<file path="src/rtl/score_hud.sv">
// Score HUD: sequential double-dabble BCD conversion of the live score,
// session best-score tracking and a game-over blink strobe for the hex displays.
module score_hud #(
    parameter int SCORE_W   = 11,
    parameter int BLINK_DIV = 25000000
) (
    input  logic               Clk,
    input  logic               Reset,
    input  logic [SCORE_W-1:0] totalscore,
    input  logic               lost,
    input  logic               game_start,
    output logic [3:0]         hex_ones,
    output logic [3:0]         hex_tens,
    output logic [3:0]         hex_hund,
    output logic [3:0]         hex_thou,
    output logic [SCORE_W-1:0] best_score,
    output logic               new_best,
    output logic               blank,
    output logic               busy
);

    localparam int CW = $clog2(SCORE_W + 1);
    localparam int BW = $clog2(BLINK_DIV);
    localparam logic [BW-1:0] BLINK_LAST = BW'(BLINK_DIV - 1);

    typedef enum logic [1:0] {IDLE, SHIFT, DONE} state_t;

    state_t             state_q, state_d;
    logic [SCORE_W-1:0] score_q, score_d;
    logic [SCORE_W-1:0] conv_src_q, conv_src_d;
    logic [SCORE_W-1:0] src_q, src_d;
    logic [15:0]        bcd_q, bcd_d;
    logic [15:0]        digits_q, digits_d;
    logic [CW-1:0]      cnt_q, cnt_d;
    logic               busy_q, busy_d;
    logic               lost_d_q, lost_d_d;
    logic [SCORE_W-1:0] best_q, best_d;
    logic               new_best_q, new_best_d;
    logic [BW-1:0]      blink_q, blink_d;
    logic               blank_q, blank_d;
    logic [15:0]        adj;
    logic               change;
    logic               lost_rise;

    assign change    = (score_q != conv_src_q);
    assign lost_rise = lost & ~lost_d_q;

    always_ff @(posedge Clk or posedge Reset) begin
        if (Reset) begin
            state_q    <= IDLE;
            score_q    <= '0;
            conv_src_q <= '0;
            src_q      <= '0;
            bcd_q      <= '0;
            digits_q   <= '0;
            cnt_q      <= '0;
            busy_q     <= 1'b0;
            lost_d_q   <= 1'b0;
            best_q     <= '0;
            new_best_q <= 1'b0;
            blink_q    <= '0;
            blank_q    <= 1'b0;
        end else begin
            state_q    <= state_d;
            score_q    <= score_d;
            conv_src_q <= conv_src_d;
            src_q      <= src_d;
            bcd_q      <= bcd_d;
            digits_q   <= digits_d;
            cnt_q      <= cnt_d;
            busy_q     <= busy_d;
            lost_d_q   <= lost_d_d;
            best_q     <= best_d;
            new_best_q <= new_best_d;
            blink_q    <= blink_d;
            blank_q    <= blank_d;
        end
    end

    always_comb begin
        state_d = state_q;
        case (state_q)
            IDLE:    if (change) state_d = SHIFT;
            SHIFT:   if (cnt_q == CW'(1)) state_d = DONE;
            DONE:    state_d = IDLE;
            default: state_d = IDLE;
        endcase
    end

    // Add-3 correction applied to every nibble before each shift.
    always_comb begin
        adj = bcd_q;
        for (int i = 0; i < 4; i++) begin
            if (bcd_q[i*4 +: 4] >= 4'd5) adj[i*4 +: 4] = bcd_q[i*4 +: 4] + 4'd3;
        end
    end

    always_comb begin
        score_d    = totalscore;
        conv_src_d = conv_src_q;
        src_d      = src_q;
        bcd_d      = bcd_q;
        digits_d   = digits_q;
        cnt_d      = cnt_q;
        busy_d     = busy_q;
        case (state_q)
            IDLE: begin
                bcd_d = '0;
                cnt_d = CW'(SCORE_W);
                if (change) begin
                    conv_src_d = score_q;
                    src_d      = score_q;
                    busy_d     = 1'b1;
                end
            end
            SHIFT: begin
                bcd_d = {adj[14:0], src_q[SCORE_W-1]};
                src_d = src_q << 1;
                cnt_d = cnt_q - CW'(1);
            end
            DONE: begin
                digits_d = bcd_q;  // all four digits change on one edge
                busy_d   = 1'b0;
            end
            default: ;
        endcase
    end

    always_comb begin
        lost_d_d   = lost;
        best_d     = best_q;
        new_best_d = new_best_q;
        if (lost_rise && (score_q > best_q)) begin
            best_d     = score_q;
            new_best_d = 1'b1;
        end
        if (game_start) new_best_d = 1'b0;

        blink_d = blink_q;
        blank_d = blank_q;
        if (!lost) begin
            blink_d = '0;
            blank_d = 1'b0;
        end else if (blink_q == BLINK_LAST) begin
            blink_d = '0;
            blank_d = ~blank_q;
        end else begin
            blink_d = blink_q + BW'(1);
        end
    end

    assign hex_ones   = digits_q[3:0];
    assign hex_tens   = digits_q[7:4];
    assign hex_hund   = digits_q[11:8];
    assign hex_thou   = digits_q[15:12];
    assign best_score = best_q;
    assign new_best   = new_best_q;
    assign blank      = blank_q;
    assign busy       = busy_q;

endmodule

</file>
<file path="config.mk">
export PLATFORM = sky130hd
export DESIGN_NAME = score_hud
export DESIGN_NICKNAME = d
export VERILOG_FILES = /design/src/rtl/score_hud.sv
export SDC_FILE = /design/constraint.sdc
export NUM_CORES = 1
export LEC_CHECK = 0
export ABC_AREA = 1
export BUFFER_PORTS_ARGS = -buffer_cell sky130_fd_sc_hd__buf_2
export CAP_MARGIN = 20
export CORE_MARGIN = 4
export CORE_UTILIZATION = 60
export CTS_CLUSTER_SIZE = 40
export DETAILED_ROUTE_END_ITERATION = 10
export PLACE_DENSITY = 0.78
export SLEW_MARGIN = 20
export SYNTH_ARGS = -nofsm -noshare
export SYNTH_HDL_FRONTEND = slang
export SYNTH_SLANG_ARGS = --single-unit
</file>
<file path="constraint.sdc">
create_clock -name Clk -period 4.6 [get_ports Clk]
set_clock_uncertainty 0.2 [all_clocks]
set_input_delay 0.46 -clock Clk [delete_from_list [all_inputs] [get_ports Clk]]
set_output_delay 0.46 -clock Clk [all_outputs]
set_load 0.05 [all_outputs]
</file>
# Word level (Yosys, flattened, before mapping)
# Index checks and enable logic that the tools add are counted.
# classes
div_mod_pow,0
add_sub_neg,6
bitwise_logic,3
eq_ne,8
shifts,0
mul,0
reduce_logical,9
muxes,19
order_cmp,5
# op_table
op,count
25-bit 2-to-1 mux,2
16-bit one-hot mux with 2 select lines,1
25-bit by 1-bit adder with 25-bit output (second input constant),1
25-bit == test (second input constant),1
11-bit one-hot mux with 2 select lines,1
4-bit by 3-bit greater-or-equal comparator with 1-bit output (second input constant),4
4-bit by 2-bit adder with 4-bit output (second input constant),3
4-bit 2-to-1 mux,3
11-bit > comparator,1
11-bit 2-to-1 mux,1
11-bit inequality test,1
4-bit one-hot mux with 2 select lines,1
2-bit AND reduction,4
2-bit nonzero test,3
1-bit 2-to-1 mux,5
4-bit by 1-bit == test with 1-bit output (second input constant),1
2-bit 2-to-1 mux,2
2-bit inequality test (second input constant),2
2-bit one-hot mux with 2 select lines,1
4-bit by 1-bit subtractor with 4-bit output (second input constant),1
3-bit by 2-bit adder with 3-bit output (second input constant),1
3-bit 2-to-1 mux,1
2-bit by 1-bit == test with 1-bit output (second input constant),1
2-bit == test (second input constant),1
other kinds (6),7
# word_totals
out_inout_bits,30
mem_count,0
latchBits,0
input_bits,15
regBits,111
mem_bits_ro,0
ram_bits,0

# Logic depth before layout (Yosys ltp)
# logic_depth
depth_word,5
ltp_mapped,12
depth_no_buf,11

# Worst setup path after synthesis
# OpenSTA, ideal clock, no wires.
# synth_path
kind,flip-flop to flip-flop
startpoint,"reg best_q[10], in the netlist best_score[10]"
endpoint,"reg best_q[0], in the netlist best_score[0]"
path_stages_with_launch,12
slack_ns,2.478
setup_ns,0.119
synth_period_minus_slack_ns,2.122
path_buffers,1
t_arrival_ns,1.802
required_ns,4.281
path_cell_list,dfrtp_1 > inv_1 > ha_1 > nand2_1 > nor2_1 > and2_1 > nand2_1 > nand3_1 > nand2_1 > buf_4 > nand2_1 > nand2_1
# synth_via
elab_chain_len,2
# synth_lines
item,line,rtl
"start, declared",37,"logic [SCORE_W-1:0] best_q, best_d;"
"start signal, assigned",73,best_q <= best_d;
11-bit > comparator,133,if (lost_rise && (score_q > best_q)) begin
1-bit logical AND,133,
# Every way passes these cells.
# A chain may end at the register's enable or synchronous reset.

# Worst setup path in the final report
# layout_path
startpoint,reg score_q[9]
endpoint,"reg best_q[8], in the netlist best_score[8]"
# layout_via
elab_chain_len,2
# layout_lines
item,line,rtl
"start, declared",29,"logic [SCORE_W-1:0] score_q, score_d;"
"start signal, assigned",65,score_q <= score_d;
11-bit > comparator,133,
1-bit logical AND,133,
# Every way passes these cells.

==> results.yml <==
synthesis:
  ys_seq_area_share_pct: 50.5
  ys_top_cells_by_count: "171 x nand2_1, 111 x dfrtp_1, 81 x inv_1"
  synthAdderAreaFrac_pct: 5.00
  syn_area_per_cell_sq_um: 8.22
  syn_area_sq_um: 5500
  yosys.area_share.simple_pct: 25.8
  synthDistinctLibCells: 33
  synth_top_area_share_pct: 50.5
  synthXorXnorAreaFrac_pct: 2.23
  ys_seq_elements: 111
  synth_top_family_by_area: "simple AND/OR/NAND/NOR gates"
  synth.most_common_cell: "nand2_1"
  synth_compound_area_share_pct: 9.28
  ys.warnings.count: 0
  synth_top_area_cell: "dfrtp_1"
  netlist_instances: 669
  synth_mux_area_share_pct: 0
  synthesis.nets: 706
  ys.flop_type: "dfrtp_1"
  ys_top_cells_by_area: "dfrtp_1 50%, nand2_1 12%, o21ai_0 6.3%"
  synth_edf_count: 0
  async_flop_share_pct: 100
clock_network:
  cts_root_buf: "clkbuf_8"
  cts_tree: "done"
  cts.sinks: 111
  clock_path_buffers: 2
  cts.reportedPaths.clkPinSlew_ns: 0.11
  clk_latency_ns: 0.37
  htreeDepth: 3
  cts_buffers: 9
sta:
  hold_viol: 0
  maxSlewHeadroom_pct: 47.2
  setup_tns_ns: 0
  fmax_mhz: 401
  rsz0062_at_grt: "false"
  fin_crit_ns: 2.49
  worst_slew_pin_slew_ns: 0.791
  finalSetupViolations: 0
  slew_viol_final: 0
  setup_slack_ns: 2.11
  post-route-period-util_pct: 54.2
setup_path:
  crit_path_end_kind: "flop"
  crit_required_ns: 4.66
  critPathArrivalTime_ns: 2.56
  crit_type: "reg -> reg"
  r2r-start: "score_q[9]"
  start_kind: "flop"
  cp-startpoint: "score_q[9]"
  cp_max_fo: 12
final_layout:
  fillers: 727
  layout.nets: 757
  area_delta_synth_final_pct: 10.5
  fin_util_pct: 69.0
  final_area_sq_um: 6080
  drive_gt1_share_pct: 10.9
  insertedDiodeCount: 0
route:
  via_per_inst: 5.46
  first_pass_iters: 5
  drt-initial-drc-count: 204
  postRouteAntennaNets: 0
  finalWirelength_microns: 11100
  route.detailed.drc: 0
  wl_per_cell_microns: 13.3
  vias: 4545
flow_run:
  max_cap_violations: 0
grt:
  grt_pass1_vias: 4506
  globalRouteTotalUtil_pct: 21.5
  overflow: 0
  grt_pass1_wl_microns: 19500
  grt_max_degree: 91
  antenna_found_initial: 0
die:
  die-area_sq_um: 10800
  io_pins: 45
  row_count: 34
  core_area_sq_um: 8810
  start_util_pct: 62.5
  fp.dieH_microns: 104
  dieWidth_microns: 104
power:
  powerDensity_nw_per_um2: 588
  p_leak_uw: 0.00303
  vdd_drop_max_uv: 309
place:
  detailed_place.area_sq_um: 5790
  gp_congestion: 0.918
  numPortBuffers: 44
  dp_slack_ns: 2.16
  hpwl_microns: 7780
worst_hold_path:
  hold_class: "in -> async"
run_status:
  outcome: "complete, no violations"
==> cells by family (layout without fill, tap and decap cells) <==
group | Yosys count | count (layout)
AND/OR/NAND/NOR | 325 | 325
buffers and inverters | 98 | 153
flip-flops | 111 | 111
XOR/XNOR | 14 | 14
AO/OA/AOI/OAI | 99 | 99
adder cells (fa/ha/maj) | 22 | 22
==> timing repair <==
| item | CTS | global route |
|---|---|---|
| buffers inserted | 0 | 0 |
| hold buffers | 11 | 0 |
| endpoints found under the hold margin | 11 | 0 |
| gates resized for setup | 0 | 0 |
==> cell type report <==
type                       instances  area (sq um)  area share [%]
multi-input combinational        460          2330            38.4
clock inverter                     5          42.5           0.700
sequential                       111          2780            45.7
inverter                          81           309            5.08
tap                              108           135            2.22
timing repair buffer              57           345            5.68
clock buffer                      10           138            2.26
==> registers in the layout, indices dropped and copies added, names as in the netlist, 2 cells and up <==
| name | flops |
|---|---|
| score_q | 11 |
| cnt_q | 4 |
| bcd_q | 16 |
| best_score | 11 |
| src_q | 11 |
| conv_src_q | 11 |
| digits_q | 16 |
| state_q | 2 |
| blink_q | 25 |
==> final timing paths <==
kind	endpoint	slack (ns)	cells after the start
max	best_score[8]	2.11	9
min	conv_src_q[3]	0.01	2
max reg2reg	best_score[8]	2.11	9
min in group Clk	new_best	0.02	2
min reg2reg	bcd_q[0]	0.28	2
max in group asynchronous	best_score[8]	3.41	3
==> critical path, cell delays in order (launching register included) <==
cell and delay (ns):
dfrtp_1 0.44, ha_1 0.29, nand2_1 0.07, nor2_1 0.17, and2_1 0.18, nand2_1 0.07, nand3_1 0.37, nand2_1 0.38
nand2_1 0.14, nand2_1 0.06
==> per-stage QoR <==
step	std cells	total power [uW]	hold slack (ns)
after global routing	832	3870	0.00495
after CTS	832	3590	0.00368
final	832	3580	0.0139
after floorplan	669	2680	0.251
after global placement	806	2960	0.259
after detailed placement	806	3030	0.266
==> routing by layer <==
layer  global-route usage [%]  part of all wire (%)
met1                     27.0                    46
met2                     37.7                    49
met3                     4.48                   4.6
met4                     5.98                   1.2
met5                        0                     0
==> cells in the final DEF (no fill, tap or decap), drive strengths merged <==
master       instances
a21oi               21
a31oi                3
and2                 1
buf                 46
clkbuf              10
clkinv               4
dfrtp              111
dlygate4sd3         11
ha                  22
inv                 82
nand2              176
nand3               53
nand3b               1
nand4               10
nor2                66
nor2b                1
nor3                14
nor3b                1
nor4                 1
o211ai               1
o21a                 1
o21ai               69
o21bai               1
o22ai                3
or2                  1
xnor2                5
xor2                 9
==> power by group <==
| part | internal, uW | total (uW) | switching, uW | leakage, uW |
|---|---|---|---|---|
| clock | 215 | 548 | 333 | 0.0000942 |
| combinational | 456 | 1560 | 1100 | 0.00152 |
| sequential | 1270 | 1470 | 193 | 0.00141 |
| total | 1950 | 3580 | 1630 | 0.00303 |
No activity file was read; power rests on OpenSTA's default activity.
